`src/rtl/ll_node_alloc_arb_if.sv`:
```
// rtl/ll_node_alloc_arb_if.sv - allocation/free handshake bundle between list clients and the node allocator
interface ll_node_alloc_arb_if #(
  parameter int NUM_REQ = 4,
  parameter int DEPTH   = 16,
  parameter int PTR_W   = $clog2(DEPTH)
);
  logic [NUM_REQ-1:0] req;
  logic [NUM_REQ-1:0] gnt;
  logic [PTR_W-1:0]   gnt_ptr;
  logic               free_vld;
  logic [PTR_W-1:0]   free_ptr;
  logic               ready;
  logic [PTR_W:0]     free_cnt;
  logic               empty;
  logic               err_dbl;

  modport master (
    output req, free_vld, free_ptr,
    input  gnt, gnt_ptr, ready, free_cnt, empty, err_dbl
  );

  modport slave (
    input  req, free_vld, free_ptr,
    output gnt, gnt_ptr, ready, free_cnt, empty, err_dbl
  );
endinterface

```
`src/rtl/ll_node_alloc_arb.sv`:
```
// rtl/ll_node_alloc_arb.sv - round-robin node allocator over a linked free list; optional LL_ALLOC_DBL_FREE_CHECK_EN
module ll_node_alloc_arb #(
  parameter int NUM_REQ = 4,
  parameter int DEPTH   = 16,
  parameter int PTR_W   = $clog2(DEPTH)
) (
  input  logic                 clk,
  input  logic                 rst_n,
  ll_node_alloc_arb_if.slave   bus
);
  localparam int RR_W  = $clog2(NUM_REQ);
  localparam int CNT_W = PTR_W + 1;
  localparam logic [CNT_W-1:0] FULL = CNT_W'(DEPTH);
  localparam logic [CNT_W-1:0] ONE  = CNT_W'(1);

  typedef enum logic {S_INIT, S_RUN} state_t;

  state_t             state;
  logic [PTR_W-1:0]   init_idx;
  logic [PTR_W-1:0]   head;
  logic [PTR_W-1:0]   tail;
  logic [PTR_W-1:0]   nxt [DEPTH];
  logic [CNT_W-1:0]   cnt;
  logic [RR_W-1:0]    rr_ptr;
  logic               ready_q;

  logic [NUM_REQ-1:0] gnt_c;
  logic [RR_W-1:0]    win;
  logic               do_gnt;
  logic               do_free;
  logic               free_ok;
  int                 idx;

  // First requester at or after rr_ptr wins; nothing is granted from an empty pool.
  always_comb begin
    gnt_c  = '0;
    win    = '0;
    do_gnt = 1'b0;
    idx    = 0;
    if (ready_q && cnt != '0) begin
      for (int i = 0; i < NUM_REQ; i++) begin
        idx = (int'(rr_ptr) + i) % NUM_REQ;
        if (!do_gnt && bus.req[idx]) begin
          do_gnt     = 1'b1;
          win        = RR_W'(idx);
          gnt_c[idx] = 1'b1;
        end
      end
    end
  end

`ifdef LL_ALLOC_DBL_FREE_CHECK_EN
  logic [DEPTH-1:0] alloc_map;
  logic             err_q;

  assign free_ok = alloc_map[bus.free_ptr] && (cnt != FULL);

  always_ff @(posedge clk or negedge rst_n) begin
    if (!rst_n) begin
      alloc_map <= '0;
      err_q     <= 1'b0;
    end else begin
      err_q <= ready_q && bus.free_vld && !free_ok;
      if (do_gnt)
        alloc_map[head] <= 1'b1;
      if (do_free)
        alloc_map[bus.free_ptr] <= 1'b0;
    end
  end

  assign bus.err_dbl = err_q;
`else
  assign free_ok     = 1'b1;
  assign bus.err_dbl = 1'b0;
`endif

  assign do_free = ready_q && bus.free_vld && free_ok;

  always_ff @(posedge clk or negedge rst_n) begin
    if (!rst_n) begin
      state    <= S_INIT;
      init_idx <= '0;
      head     <= '0;
      tail     <= PTR_W'(DEPTH - 1);
      cnt      <= '0;
      rr_ptr   <= '0;
      ready_q  <= 1'b0;
    end else begin
      case (state)
        S_INIT: begin
          init_idx <= init_idx + 1'b1;
          if (init_idx == PTR_W'(DEPTH - 1)) begin
            state   <= S_RUN;
            ready_q <= 1'b1;
            cnt     <= FULL;
          end
        end
        S_RUN: begin
          if (do_gnt)
            rr_ptr <= (win == RR_W'(NUM_REQ - 1)) ? '0 : win + 1'b1;
          if (do_free)
            tail <= bus.free_ptr;
          // With one node left, a concurrent free becomes the new head directly.
          if (do_gnt && do_free)
            head <= (cnt == ONE) ? bus.free_ptr : nxt[head];
          else if (do_gnt)
            head <= nxt[head];
          else if (do_free && cnt == '0)
            head <= bus.free_ptr;
          if (do_gnt && !do_free)
            cnt <= cnt - 1'b1;
          else if (do_free && !do_gnt && cnt != FULL)
            cnt <= cnt + 1'b1;
        end
      endcase
    end
  end

  // Link storage has no reset; INIT rewrites every entry before use.
  always_ff @(posedge clk) begin
    if (state == S_INIT)
      nxt[init_idx] <= init_idx + 1'b1;
    else if (do_free)
      nxt[tail] <= bus.free_ptr;
  end

  assign bus.gnt      = gnt_c;
  assign bus.gnt_ptr  = head;
  assign bus.ready    = ready_q;
  assign bus.free_cnt = cnt;
  assign bus.empty    = (cnt == '0);
endmodule

```
`src/flat_wrapper.sv`:
```
// flat-port wrapper written by rule: the top's interface ports become plain ports
module ll_node_alloc_arb_flat 
#(
  parameter int NUM_REQ = 4,
  parameter int DEPTH   = 16,
  parameter int PTR_W   = $clog2(DEPTH)
)
  (clk, rst_n, bus_req, bus_free_vld, bus_free_ptr, bus_gnt, bus_gnt_ptr, bus_ready, bus_free_cnt, bus_empty, bus_err_dbl);
  ll_node_alloc_arb_if #(.NUM_REQ(NUM_REQ), .DEPTH(DEPTH), .PTR_W(PTR_W)) bus_i ();
  input  logic clk;
  input  logic rst_n;
  input wire logic [$bits(bus_i.req)-1:0] bus_req;
  input wire logic [$bits(bus_i.free_vld)-1:0] bus_free_vld;
  input wire logic [$bits(bus_i.free_ptr)-1:0] bus_free_ptr;
  output wire logic [$bits(bus_i.gnt)-1:0] bus_gnt;
  output wire logic [$bits(bus_i.gnt_ptr)-1:0] bus_gnt_ptr;
  output wire logic [$bits(bus_i.ready)-1:0] bus_ready;
  output wire logic [$bits(bus_i.free_cnt)-1:0] bus_free_cnt;
  output wire logic [$bits(bus_i.empty)-1:0] bus_empty;
  output wire logic [$bits(bus_i.err_dbl)-1:0] bus_err_dbl;
  assign bus_i.req = bus_req;
  assign bus_i.free_vld = bus_free_vld;
  assign bus_i.free_ptr = bus_free_ptr;
  assign bus_gnt = bus_i.gnt;
  assign bus_gnt_ptr = bus_i.gnt_ptr;
  assign bus_ready = bus_i.ready;
  assign bus_free_cnt = bus_i.free_cnt;
  assign bus_empty = bus_i.empty;
  assign bus_err_dbl = bus_i.err_dbl;
  ll_node_alloc_arb #(.NUM_REQ(NUM_REQ), .DEPTH(DEPTH), .PTR_W(PTR_W)) u_core (.clk(clk), .rst_n(rst_n), .bus(bus_i));
endmodule
```
`config.mk`:
```
export PLATFORM = sky130hd
export DESIGN_NAME = ll_node_alloc_arb_flat
export DESIGN_NICKNAME = d
export VERILOG_FILES = /design/src/rtl/ll_node_alloc_arb_if.sv /design/src/rtl/ll_node_alloc_arb.sv /design/src/flat_wrapper.sv
export SDC_FILE = /design/constraint.sdc
export NUM_CORES = 1
export LEC_CHECK = 0
export CELL_PAD_IN_SITES_DETAIL_PLACEMENT = 0
export CELL_PAD_IN_SITES_GLOBAL_PLACEMENT = 1
export CORE_MARGIN = 4
export CORE_UTILIZATION = 53
export DETAILED_ROUTE_END_ITERATION = 12
export DONT_BUFFER_PORTS = 1
export PLACE_DENSITY = 0.84
export SYNTH_ARGS = -nofsm -noshare
export SYNTH_HDL_FRONTEND = slang
export SYNTH_SLANG_ARGS = --single-unit
export TNS_END_PERCENT = 5
```
`constraint.sdc`:
```
create_clock -name clk -period 3.7 [get_ports clk]
set_input_delay 0.74 -clock clk [delete_from_list [all_inputs] [get_ports clk]]
set_output_delay 0.74 -clock clk [all_outputs]
set_load 0.01 [all_outputs]
```
==> results of run 1 <==
==> flip-flops by register name, indices dropped and copies added, names as in the netlist <==
register	flops
u_core.nxt	64
u_core.bus.ready	1
u_core.bus.free_cnt	5
u_core.bus.gnt_ptr	4
u_core.init_idx	4
u_core.state	1
u_core.rr_ptr	2
u_core.tail	4
==> through the flow <==
step	hold WS (ns)	total power, mW	setup WS [ns]	instances
floorplan	0.444	2.20	0.648	305
global placement	0.445	2.36	0.532	400
detailed placement	0.445	2.39	0.438	400
CTS	0.0594	3.06	0.0514	416
global route	0.0492	3.21	0.0404	416
finish	0.0674	3.03	0.184	416
==> cell families (layout without fill, tap and decap cells) <==
group / Yosys count / in the layout / synth area share
XOR/XNOR: 10 / 10 / 0.0238
other: 1 / 1 / 0.000880
buffers and inverters: 20 / 29 / 0.0273
flip-flops: 85 / 85 / 0.576
AO/OA/AOI/OAI: 45 / 45 / 0.0746
multiplexers: 30 / 30 / 0.142
AND/OR/NAND/NOR: 102 / 102 / 0.120
adder cells (fa/ha/maj): 12 / 12 / 0.0353
==> what timing repair did <==
action / 4_1_cts / 5_1_grt
setup buffers: 0 / 0
gates resized for setup: 0 / 1
endpoints found under the hold margin: 0 / 0
setup endpoints to repair: 0 / 4
==> final timing paths <==
kind,from,slack [ns],cells past startpoint,end
min in group clk,bus_free_ptr[0],0.46,2,u_core.tail[0]
hold / removal,rst_n,0.07,0,u_core.bus.gnt_ptr[3]
max in group asynchronous,rst_n,3.46,0,u_core.tail[2]
setup reg to reg,u_core.rr_ptr[1],1.18,8,u_core.rr_ptr[1]
hold reg to reg,u_core.tail[2],0.49,2,u_core.tail[2]
setup / recovery,u_core.rr_ptr[1],0.18,8,bus_gnt[1]
==> routing by layer <==
metal,share of wire,track usage,vias to the layer above,wire length [um]
met3,0.047,0.0280,11,373
met2,0.49,0.280,52,3930
met5,0,0,-,0
li1,-,-,1172,-
met4,0.016,0.0607,0,126
met1,0.44,0.245,1240,3550
==> worst max-delay path, cell delays in order (launching register included) <==
cell and delay, ns:
dfrtp_2 0.49, inv_1 0.12, ha_1 0.36, or4b_1 0.53, or3_1 0.33, nand3_2 0.12, a22oi_1 0.11, o21ai_1 0.11
nor2b_1 0.25
==> cell type report <==
type                            instances  area (um2)  share of cell area
Clock buffer                            9         124              0.0272
Clock inverter                          7        83.8              0.0184
Inverter                                8        32.5             0.00715
Multi-Input combinational cell        200        1690               0.372
Sequential cell                        85        2450               0.539
Tap cell                              102         128              0.0281
Timing Repair Buffer                    5        37.5             0.00825
==> report_power, final <==
group / internal (mW) / switching [mW] / leakage [nW]
Combinational: 0.546 / 0.504 / 0.730
Sequential: 1.11 / 0.195 / 0.826
Clock: 0.326 / 0.347 / 0.103
==> cells in the mapped netlist, types with 2 or more instances <==
master     n
nor3b_1    3
nand2_1   30
dfstp_2    4
nand3_1    6
buf_2      3
nor3_1     5
edfxtp_1  64
xnor2_1    7
a22oi_1   10
and3_1     3
nor2b_1    5
mux2i_1    6
o21ai_0    7
xor2_1     2
mux4_2    12
a211oi_4   2
mux4_1     9
clkbuf_1   5
nand4b_1   2
a21oi_1    5
o21ai_1    6
a31oi_1    5
nand2b_1   2
dfrtp_1   17
mux2_2     2
or4b_1     2
nor2_1    34
ha_1      12
buf_6      2
inv_1      7
==> qor.csv, run 1 <==
metric,value,unit
"area leader, netlist",edfxtp_1,
DR vias,2475,
pin count of the biggest net entering global routing,22,
Synth warnings,0,
Starting Density,0.548,
DIE AREA,9530,um2
Lkg Pwr,1.66,nW
Chip Width,97.6,um
Num CTS Buffers,9,
Cells after Synth,305,
CTS Root Buffer Type,clkbuf_8,
CTS tree,built,
unrepaired setup endpoints after global routing,no,
Finish-stage setup viols,0,
Hold/Removal Path Class,input pin to asynchronous set/reset pin,
fill cell count,641,
Fmax achieved,284,MHz
clock latency on the worst-skew pair,0.36,ns
Post-synth EDFFs,64,
drt total wl,7.98,mm
power density cells,666,nW/um2
post-DP HPWL,5.74,mm
hold buffers post-CTS,0,
Cell variety after synth,56,
Area Overhead vs Synth,6.82,%
Clock Skews,0.00741,ns
TritonRoute pass-1 iters,4,
"Arr. time, crit path",2.78,ns
Fin. Hold Viols,0,
"commonest non-fill, non-tap cell in the layout",edfxtp_1,
initial antenna violation count,0,
sequential share of the synthesized area,0.576,
"CTS clk-pin slew, worst paths",0.09,ns
"Max FO, Critical Path",10,
first-pass GRT wire length,13.0,mm
Setup TNS,0,ns
Post-route DRC,0,
RD Place Congestion,0.827,
Slew @ Worst Pin,0.809,ns
share of cells above drive strength 1,0.166,
"Req. time, crit path",2.96,ns
fin. max-slew vios,0,
core area,7770,um2
Tcrit/Tclk final,0.950,
Final #Nets,332,
max_slew headroom,0.461,
WL/cell,19.2,um
critical path startpoint category,flip-flop,
I/O Buffers,0,
"commonest non-fill, non-tap cells in the layout","edfxtp_1 (64), nor2_1 (34), nand2_1 (30), dfrtp_1 (16)",
IO Pins,27,
vias in the first global route,2453,
VDD IR max,0.306,mV
# H-tree levels,3,
"antenna viol nets, final",0,
"Design Area, Final",4550,um2
DR iter-0 viols,170,
Max-cap violations,0,
flip-flop and latch count after synthesis,85,
syn nets,328,
outcome,completed,
Clock Sinks,85,
"Top FF cell, synth",edfxtp_1,
top-area cell type share of the netlist area,0.451,
Placed Area,4340,um2
worst-case clock buffer depth,2,
Worst Setup End Kind,output pin,
Global Route Usage Sum,0.175,
min Tclk post-route,3.52,ns
top area cells in the synthesized netlist,"edfxtp_1 (45%), dfrtp_1 (10%), mux4_2 (6.3%)",
diodes inserted,0,
GRT Residual Overflow,0,
async set-or-reset flop fraction in the synthesized netlist,0.247,
via density per instance,5.95,
Synth Area per Inst,14.0,um2
Row Count,32,
Post-Syn Area,4260,um2
die height,97.6,um
critical path class,flip-flop to output pin,
Final Util,0.586,
Note: power is estimated with default switching activity, not from simulation.
==> inputs of run 2 (changes only) <==
- CORE_ASPECT_RATIO: unset -> 1.4
- clock period: 3.7 -> 3.57 ns (I/O delays scaled with it)
==> run 2 against run 1 <==
Effect of this change:
- non-clock buffer count grew 1
- wire length up 4.0%
- via count grew 1.6%
- clock power up 9.5%
- die area rose by 0.20%
- register-to-register slack about the same
- sequential share of layout area is 0.49 points lower
- flip-flop and latch count stayed put
- cell count shrank 0.24%
- combinational power rose by 8%
- utilization increased by 0.30 points
- final area grew 0.91%
- critical endpoint unchanged
- largest power group unchanged
==> qor.csv, run 2 (synthesis gave the netlist of run 1 again) <==
metric,value,unit,change
TritonRoute pass-1 iters,4,,unchanged
Final Util,0.589,,was 0.586
Num CTS Buffers,9,,unchanged
"commonest non-fill, non-tap cell in the layout",edfxtp_1,,unchanged
# H-tree levels,3,,unchanged
IO Pins,27,,unchanged
Row Count,38,,was 32
DR vias,2515,,was 2475
RD Place Congestion,0.889,,was 0.827
clock latency on the worst-skew pair,0.36,ns,about the same
placed cells,399,,was 400
"commonest non-fill, non-tap cells in the layout","edfxtp_1 (64), nor2_1 (34), nand2_1 (30), dfrtp_1 (16), mux4_2 (12)",,"was edfxtp_1 (64), nor2_1 (34), nand2_1 (30), dfrtp_1 (16)"
Fin. Hold Viols,0,,unchanged
Worst Setup End Kind,output pin,,unchanged
critical path class,flip-flop to output pin,,unchanged
Finish-stage setup viols,0,,unchanged
Area Overhead vs Synth,7.78,%,was 6.82%
Slew @ Worst Pin,0.777,ns,was 0.809 ns
Setup crit start,u_core.rr_ptr[1],,unchanged
I/O Buffers,0,,unchanged
first-pass GRT wire length,13.2,mm,was 13.0 mm
drt total wl,8.30,mm,was 7.98 mm
Fmax achieved,296,MHz,
min Tclk post-route,3.38,ns,
worst-case clock buffer depth,2,,unchanged
critical path startpoint category,flip-flop,,unchanged
initial antenna violation count,0,,unchanged
Max-cap violations,0,,unchanged
Setup TNS,0,ns,unchanged
fin. max-slew vios,0,,unchanged
CTS tree,built,,unchanged
"antenna viol nets, final",0,,unchanged
Largest register FFs,64,,unchanged
"Arr. time, crit path",2.66,ns,was 2.78 ns
Post-route DRC,0,,unchanged
fill cell count,625,,was 641
Clock Skews,0.00756,ns,was 0.00741 ns
WL/cell,20.0,um,was 19.2 um
power density cells,700,nW/um2,was 666 nW/um2
Global Route Usage Sum,0.186,,was 0.175
"Max FO, Critical Path",10,,unchanged
"Req. time, crit path",2.86,ns,was 2.96 ns
max_slew headroom,0.478,,was 0.461
post-DP HPWL,6.09,mm,was 5.74 mm
Tcrit/Tclk final,0.946,,
CTS Root Buffer Type,clkbuf_8,,unchanged
DIE AREA,9550,um2,was 9530 um2
diodes inserted,0,,unchanged
unrepaired setup endpoints after global routing,no,,unchanged
worst reg2reg startpoint,u_core.bus.free_cnt[0],,was u_core.rr_ptr[1]
core area,7800,um2,was 7770 um2
VDD IR max,0.407,mV,was 0.306 mV
Final #Nets,333,,was 332
share of cells above drive strength 1,0.181,,was 0.166
Clock Sinks,85,,unchanged
GRT Residual Overflow,0,,unchanged
pin count of the biggest net entering global routing,22,,unchanged
vias in the first global route,2436,,was 2453
Starting Density,0.546,,was 0.548
outcome,completed,,unchanged
Final Non-Filler Cells,415,,was 416
Hold/Removal Path Class,input pin to asynchronous set/reset pin,,unchanged
via density per instance,6.06,,was 5.95
register with the most flip-flops,u_core.nxt,,unchanged
die height,114,um,was 97.6 um
"CTS clk-pin slew, worst paths",0.09,ns,about the same
Lkg Pwr,1.66,nW,about the same
Chip Width,83.8,um,was 97.6 um
DR iter-0 viols,210,,was 170
## run 2: cell types whose count changed in the layout (fill, tap and decap cells not counted), sizes merged
cell / before / now
buf: 5 / 6
clkinvlp: 1 / 3
inv: 13 / 9
bufinv: 1 / 2
clkinv: 0 / 1
## run 2: critical path: stages, from the launching register on
cell     delay [ns]
dfrtp_2        0.49
inv_1          0.18
ha_4           0.24
or4b_1         0.50
or3_1          0.33
nand3_2        0.12
a22oi_1        0.11
o21ai_1        0.13
nor2b_2        0.21
## run 2: layout make-up
type	count	area [um2]	area share
Inverter	8	32.5	0.00709
Timing Repair Buffer	6	45.0	0.00981
Multi-Input combinational cell	200	1710	0.373
Sequential cell	85	2450	0.534
Tap cell	100	125	0.0273
Clock buffer	9	124	0.0270
Clock inverter	7	97.6	0.0213
## run 2: path summary, 6_finish.rpt
| kind | end | slack [ns] | cells after the start |
|---|---|---|---|
| min in group clk | u_core.tail[0] | 0.43 | 2 |
| hold reg to reg | u_core.tail[1] | 0.49 | 2 |
| hold / removal | u_core.bus.free_cnt[2] | 0.04 | 0 |
| setup / recovery | bus_gnt[1] | 0.19 | 8 |
| max in group asynchronous | u_core.tail[3] | 3.35 | 0 |
| setup reg to reg | u_core.bus.free_cnt[2] | 1.17 | 9 |
## run 2: power by group
| part | internal (mW) | leakage [nW] | switching, mW | total, mW |
|---|---|---|---|---|
| clock network | 0.396 | 0.101 | 0.342 | 0.737 |
| registers | 1.15 | 0.826 | 0.191 | 1.34 |
| logic | 0.597 | 0.737 | 0.537 | 1.13 |
| total | 2.14 | 1.66 | 1.07 | 3.21 |
## run 2: routing by layer
| metal | GRT usage | share of wire | up-vias | wire, um |
|---|---|---|---|---|
| met2 | 0.323 | 0.53 | 62 | 4420 |
| met3 | 0.0518 | 0.052 | 14 | 431 |
| li1 | - | - | 1178 | - |
| met5 | 0 | 0 | - | 0 |
| met4 | 0.0912 | 0.022 | 0 | 184 |
| met1 | 0.211 | 0.39 | 1261 | 3260 |
## run 2: through the flow
step                      total power, mW  hold WS [ns]  cell area, um2  setup slack (ns)
after floorplan                      2.28         0.418            4260             0.544
after global placement               2.45         0.419            4350             0.427
after detailed placement             2.47         0.419            4350             0.342
after CTS                            3.22        0.0155            4570            0.0526
after global routing                 3.42        0.0127            4590            0.0425
final                                3.21        0.0375            4590             0.193
## run 2: repair_timing
| action | CTS | global route |
|---|---|---|
| setup endpoints to repair | 4 | 4 |
| buffers inserted | 0 | 0 |
| hold buffers | 0 | 0 |
| resized for setup | 1 | 5 |
